`src/rtl/addsub_seq_if.sv`:
```
// Handshake and data bundle for addsub_seq.
// Valid/ready semantics on both sides: a transfer happens on a rising edge
// where valid and ready are both 1; the sender holds its payload stable while
// valid is 1 and ready is 0, and valid never waits on ready.
// master = operand source / result consumer, slave = addsub_seq.
interface addsub_seq_if #(
    parameter int WIDTH = 32
);
    logic             in_valid;
    logic             in_ready;
    logic [WIDTH-1:0] input_1;
    logic [WIDTH-1:0] input_2;
    logic             mode;
    logic             out_valid;
    logic             out_ready;
    logic [WIDTH-1:0] total;
    logic             carry;
    logic             overflow;

    modport master (
        output in_valid, input_1, input_2, mode, out_ready,
        input  in_ready, out_valid, total, carry, overflow
    );

    modport slave (
        input  in_valid, input_1, input_2, mode, out_ready,
        output in_ready, out_valid, total, carry, overflow
    );
endinterface

```
`src/rtl/addsub_seq.sv`:
```
// Multi-cycle adder/subtractor: WIDTH-bit operands processed CHUNK bits per
// clock, LSB slice first, carry chained through a register between slices.
// Subtraction is A + ~B + 1 (B inverted and carry seeded with 1 on accept).
// Optional feature: define ADDSUB_SAT_EN to clamp total on signed overflow.
// dbg_state exposes the FSM state (0=IDLE, 1=CALC, 2=DONE).
module addsub_seq #(
    parameter int WIDTH = 32,
    parameter int CHUNK = 8
) (
    input  logic         clk,
    input  logic         rst_n,
    addsub_seq_if.slave  bus,
    output logic [1:0]   dbg_state
);
    localparam int N  = WIDTH / CHUNK;
    localparam int KW = (N > 1) ? $clog2(N) : 1;
    localparam logic [KW-1:0] K_LAST = KW'(N - 1);

    typedef enum logic [1:0] {
        IDLE = 2'd0,
        CALC = 2'd1,
        DONE = 2'd2
    } state_t;

    state_t           state_q, state_d;
    logic [WIDTH-1:0] a_q, a_d;
    logic [WIDTH-1:0] b_q, b_d;
    logic [WIDTH-1:0] total_q, total_d;
    logic             carry_q, carry_d;
    logic             ovf_q, ovf_d;
    logic [KW-1:0]    k_q, k_d;
    logic [CHUNK:0]   slice_sum;

    // State and datapath registers; reset discards any in-flight operation.
    always_ff @(posedge clk or negedge rst_n) begin
        if (!rst_n) begin
            state_q <= IDLE;
            a_q     <= '0;
            b_q     <= '0;
            total_q <= '0;
            carry_q <= 1'b0;
            ovf_q   <= 1'b0;
            k_q     <= '0;
        end else begin
            state_q <= state_d;
            a_q     <= a_d;
            b_q     <= b_d;
            total_q <= total_d;
            carry_q <= carry_d;
            ovf_q   <= ovf_d;
            k_q     <= k_d;
        end
    end

    // Next-state and slice arithmetic: one CHUNK-bit slice per CALC cycle.
    always_comb begin
        state_d   = state_q;
        a_d       = a_q;
        b_d       = b_q;
        total_d   = total_q;
        carry_d   = carry_q;
        ovf_d     = ovf_q;
        k_d       = k_q;
        slice_sum = {1'b0, a_q[int'(k_q)*CHUNK +: CHUNK]}
                  + {1'b0, b_q[int'(k_q)*CHUNK +: CHUNK]}
                  + {{CHUNK{1'b0}}, carry_q};

        case (state_q)
            IDLE: begin
                if (bus.in_valid) begin
                    a_d     = bus.input_1;
                    b_d     = bus.mode ? bus.input_2 : ~bus.input_2;
                    carry_d = ~bus.mode;
                    k_d     = '0;
                    state_d = CALC;
                end
            end
            CALC: begin
                total_d[int'(k_q)*CHUNK +: CHUNK] = slice_sum[CHUNK-1:0];
                carry_d = slice_sum[CHUNK];
                if (k_q == K_LAST) begin
                    // Signed overflow: operands agree in sign, result does not.
                    ovf_d = (a_q[WIDTH-1] == b_q[WIDTH-1]) &&
                            (total_d[WIDTH-1] != a_q[WIDTH-1]);
`ifdef ADDSUB_SAT_EN
                    if (ovf_d) begin
                        total_d = a_q[WIDTH-1] ? {1'b1, {(WIDTH-1){1'b0}}}
                                               : {1'b0, {(WIDTH-1){1'b1}}};
                    end
`else
`endif
                    state_d = DONE;
                end else begin
                    k_d = k_q + 1'b1;
                end
            end
            DONE: begin
                if (bus.out_ready) begin
                    state_d = IDLE;
                end
            end
            default: state_d = IDLE;
        endcase
    end

    assign bus.in_ready  = (state_q == IDLE);
    assign bus.out_valid = (state_q == DONE);
    assign bus.total     = total_q;
    assign bus.carry     = carry_q;
    assign bus.overflow  = ovf_q;
    assign dbg_state     = state_q;
endmodule
```
`src/flat_wrapper.sv`:
```
// flat-port wrapper written by rule: the top's interface ports become plain ports
module addsub_seq_flat 
#(
    parameter int WIDTH = 32,
    parameter int CHUNK = 8
)
  (clk, rst_n, dbg_state, bus_in_valid, bus_input_1, bus_input_2, bus_mode, bus_out_ready, bus_in_ready, bus_out_valid, bus_total, bus_carry, bus_overflow);
  addsub_seq_if #(.WIDTH(WIDTH)) bus_i ();
  input  logic clk;
  input  logic rst_n;
  output logic [1:0] dbg_state;
  input wire logic [$bits(bus_i.in_valid)-1:0] bus_in_valid;
  input wire logic [$bits(bus_i.input_1)-1:0] bus_input_1;
  input wire logic [$bits(bus_i.input_2)-1:0] bus_input_2;
  input wire logic [$bits(bus_i.mode)-1:0] bus_mode;
  input wire logic [$bits(bus_i.out_ready)-1:0] bus_out_ready;
  output wire logic [$bits(bus_i.in_ready)-1:0] bus_in_ready;
  output wire logic [$bits(bus_i.out_valid)-1:0] bus_out_valid;
  output wire logic [$bits(bus_i.total)-1:0] bus_total;
  output wire logic [$bits(bus_i.carry)-1:0] bus_carry;
  output wire logic [$bits(bus_i.overflow)-1:0] bus_overflow;
  assign bus_i.in_valid = bus_in_valid;
  assign bus_i.input_1 = bus_input_1;
  assign bus_i.input_2 = bus_input_2;
  assign bus_i.mode = bus_mode;
  assign bus_i.out_ready = bus_out_ready;
  assign bus_in_ready = bus_i.in_ready;
  assign bus_out_valid = bus_i.out_valid;
  assign bus_total = bus_i.total;
  assign bus_carry = bus_i.carry;
  assign bus_overflow = bus_i.overflow;
  addsub_seq #(.WIDTH(WIDTH), .CHUNK(CHUNK)) u_core (.clk(clk), .rst_n(rst_n), .bus(bus_i), .dbg_state(dbg_state));
endmodule
```
`config.mk`:
```
export PLATFORM = sky130hd
export DESIGN_NAME = addsub_seq_flat
export DESIGN_NICKNAME = d
export VERILOG_FILES = /design/src/rtl/addsub_seq_if.sv /design/src/rtl/addsub_seq.sv /design/src/flat_wrapper.sv
export SDC_FILE = /design/constraint.sdc
export NUM_CORES = 1
export LEC_CHECK = 0
export CORE_MARGIN = 8
export CORE_UTILIZATION = 55
export CTS_BUF_LIST = sky130_fd_sc_hd__clkbuf_16
export DETAILED_ROUTE_END_ITERATION = 8
export GPL_TIMING_DRIVEN = 0
export PLACE_DENSITY = 0.83
export SETUP_SLACK_MARGIN = 0.02
export SLEW_MARGIN = 5
export SYNTH_ARGS = -nofsm -noshare
export SYNTH_HDL_FRONTEND = slang
export SYNTH_SLANG_ARGS = --single-unit
```
`constraint.sdc`:
```
create_clock -name clk -period 4.3 [get_ports clk]
set_input_delay 1.29 -clock clk [delete_from_list [all_inputs] [get_ports clk]]
set_output_delay 1.29 -clock clk [all_outputs]
set_load 0.05 [all_outputs]
```
==> summary.txt, run 1 <==
Fin. max-slew vios: 0
Buffer count from post-CTS setup fixing: 0
Average routed wire per standard cell: 19.6 um
Compound-gate portion of the synthesized area: 0.132
Kind of end point of the critical path: flop
Sequential-to-total area share from yosys stat: 0.520
DR DRC count: 0
Hold-fix buffers, CTS: 0
Post-Route WL: 12.4 mm
Setup WS post-layout: 0.508 ns
Port Buffers: 105
Post-DP Area: 6120 um2
Worst slew pin tran: 0.726 ns
Critical path type: reg2reg
Leak Pwr: 2.81 nW
Vias: 3652
Main flop type after synthesis: dfrtp_1
Synth Cell Area: 4900 um2
Hold crit path type: reg2reg
Sw Share: 0.452
DIE HEIGHT: 110 um
Starting density of the core: 0.565
Gr usage total: 0.207
Placed insts: 618
Core ar.: 8680 um2
Final Non-Filler Cells: 634
Vias in the first global route: 4086
CP startpoint kind: flop
I/O pin count: 107
Drt initial violations: 227
Largest net degree at the start of global routing: 57
Worst-path maximum fanout: 10
Clock Path Buffers: 2
Largest family of logic cells by synthesized area: multiplexers
Status: complete, no violations
Cell area after layout: 6420 um2
Post_cts resized: 0
Synth Register Bits: 102
Via-to-Cell Ratio: 5.76
Drt pass-1 iters: 4
# H-tree levels: 3
Mapped Cells: 404
CTS Buf Count: 9
Clock Latency Late Sink: 0.34 ns
Number of synthesized flops with an enable pin: 0
Switching pwr: 2.54 mW
Die area: 12200 um2
Antenna cells: 0
Worst IR Drop VDD: 0.499 mV
Antenna violations before repair: 0
Gr ovfl total: 0
Site Rows: 34
CTS root buffer: clkbuf_16
Yosys cell types: 42
Seq pwr share: 0.289
Final setup violation count: 0
Internal cell power: 3.07 mW
Commonest non-fill, non-tap cell in the layout: clkdlybuf4s50_1
Post-synthesis adder-cell area fraction: 0.0413
Max-cap violations: 0
Layout Skew: 0.00593 ns
RSZ-0062 raised after global routing: no
Final hold violations: 0
Commonest non-fill, non-tap cells in the layout: 104 x clkdlybuf4s50_1, 102 x dfrtp_1, 51 x nand2_1
CTS tree: yes
Comb pwr share: 0.565
Area share of xor/xnor cells in the synthesized design: 0.0643
Post-synthesis mux area share: 0.147
Slew HR: 0.516
Syn_nets: 488
Avg Cell Area, Syn: 12.1 um2
Fraction of layout cells with a size suffix above 1: 0.0932
HPWL Detailed: 9.44 mm
Synth Area in Simple Gates: 0.0707
First-pass GRT wire length: 20.8 mm
Total power: 5.61 mW
Fin crit period: 3.79 ns
GP Congestion: 0.872
P&R area growth vs syn: 30.8%
Period utilisation layout: 0.882
Clock sinks: 102
Ys async rst share: 1.00
Worst-path clk slew: 0.07 ns
Post-route ant nets: 0
Yosys warns: 0
DP Worst Slack: 0.556 ns
Highest clock rate: 0.264 GHz
CP arrival: 4.05 ns
Clock power share: 0.145
Power density over the cells: 874 nW/um2
Nets@finish: 605
Req. time, crit path: 4.56 ns
Die width: 110 um
-- stage by stage --
stage	util	setup TNS, ns	hold WS, ns
final	0.739	0	0.484
after global placement	0.702	-170.69	0.458
after detailed placement	0.705	0	0.468
after floorplan	-	0	0.445
after global routing	0.739	0	0.506
after CTS	0.739	0	0.483
-- flip-flops by register name, summed over array words and instances, names as in the netlist --
signal	count
u_core.bus.carry	1
u_core.bus.overflow	1
u_core.b_q	32
u_core.a_q	32
u_core.dbg_state	2
u_core.bus.total	32
u_core.k_q	2
-- path summary, 6_finish.rpt --
check,slack [ns],to,start,cells after the start
min reg2reg,0.48,u_core.b_q[18]$_DFFE_PN0P_,u_core.b_q[18]$_DFFE_PN0P_,2
max reg2reg,0.51,u_core.bus.overflow$_DFFE_PN0P_,u_core.k_q[1]$_DFFE_PN0P_,10
max,0.51,u_core.bus.overflow$_DFFE_PN0P_,u_core.k_q[1]$_DFFE_PN0P_,10
max in group asynchronous,2.68,u_core.a_q[28]$_DFFE_PN0P_,rst_n,2
min,0.48,u_core.b_q[18]$_DFFE_PN0P_,u_core.b_q[18]$_DFFE_PN0P_,2
min in group asynchronous,0.95,u_core.bus.overflow$_DFFE_PN0P_,rst_n,1
-- power groups by stage --
stage	Clock, mW	Combinational [mW]	Sequential [mW]
finish	0.815	3.17	1.62
global route	0.869	3.44	1.66
CTS	0.823	3.16	1.62
detailed placement	0	3.13	1.63
global placement	0	3.01	1.60
floorplan	0	1.89	1.92
-- worst max-delay path: stages, from the launching register on --
cell      delay [ns]
dfrtp_1         0.43
clkbuf_1        0.43
clkbuf_1        0.61
mux4_2          0.44
ha_1            0.40
o211ai_2        0.19
a21oi_2         0.07
o311a_1         0.38
a211oi_4        0.37
a311oi_1        0.20
a211oi_2        0.17
-- layer usage --
layer	global-route usage	wire (um)	vias up
met4	0.0964	374	0
li1	-	-	1663
met3	0.0417	604	27
met1	0.250	5120	1835
met2	0.347	6310	127
met5	0	0	-
-- layout make-up --
class / count / area (um2)
clock inverter: 7 / 75.1
clock buffer: 9 / 225
sequential: 102 / 2550
timing repair buffer: 106 / 1080
buffer: 21 / 87.6
fill: 612 / 2260
tap: 108 / 135
multi-input combinational: 272 / 2230
inverter: 9 / 33.8
-- cell families after synthesis --
logic type,Yosys count
AO/OA/AOI/OAI,92
multiplexers,48
AND/OR/NAND/NOR,81
flip-flops,102
buffers and inverters,30
adder cells (fa/ha/maj),15
XOR/XNOR,36
-- cell usage after synthesis (2+ instances only) --
cell type / instances / area share
xor2_1: 32 / 0.057
clkbuf_1: 11 / 0.0084
a22o_1: 25 / 0.045
mux2_1: 32 / 0.073
xnor2_1: 4 / 0.0071
nor2b_1: 2 / 0.0026
mux4_2: 16 / 0.073
nand3_1: 2 / 0.0020
o31ai_1: 2 / 0.0031
a21o_1: 3 / 0.0046
nand2_1: 51 / 0.039
or3_1: 2 / 0.0026
a211oi_1: 2 / 0.0031
inv_2: 2 / 0.0015
inv_1: 7 / 0.0054
nor2_1: 13 / 0.0099
nand2b_1: 4 / 0.0051
o21ai_0: 32 / 0.033
buf_2: 7 / 0.0071
o21ai_1: 11 / 0.011
nor3_1: 3 / 0.0031
a21oi_1: 3 / 0.0031
ha_1: 13 / 0.033
dfrtp_1: 102 / 0.52
o21a_1: 3 / 0.0046
buf_1: 3 / 0.0023
fa_1: 2 / 0.0082
(Power assumes the default switching activity.)
==> run 2: changes to the inputs <==
TNS_END_PERCENT = 1   (was unset)
==> results of run 2 <==
Same layout as run 1: the final DEF is identical, and so are final timing and power.
==> run 3: changes to the inputs <==
SLEW_MARGIN = unset   (was 5)
==> results of run 3 <==
Same layout as run 1: the final DEF is identical, and so are final timing and power.
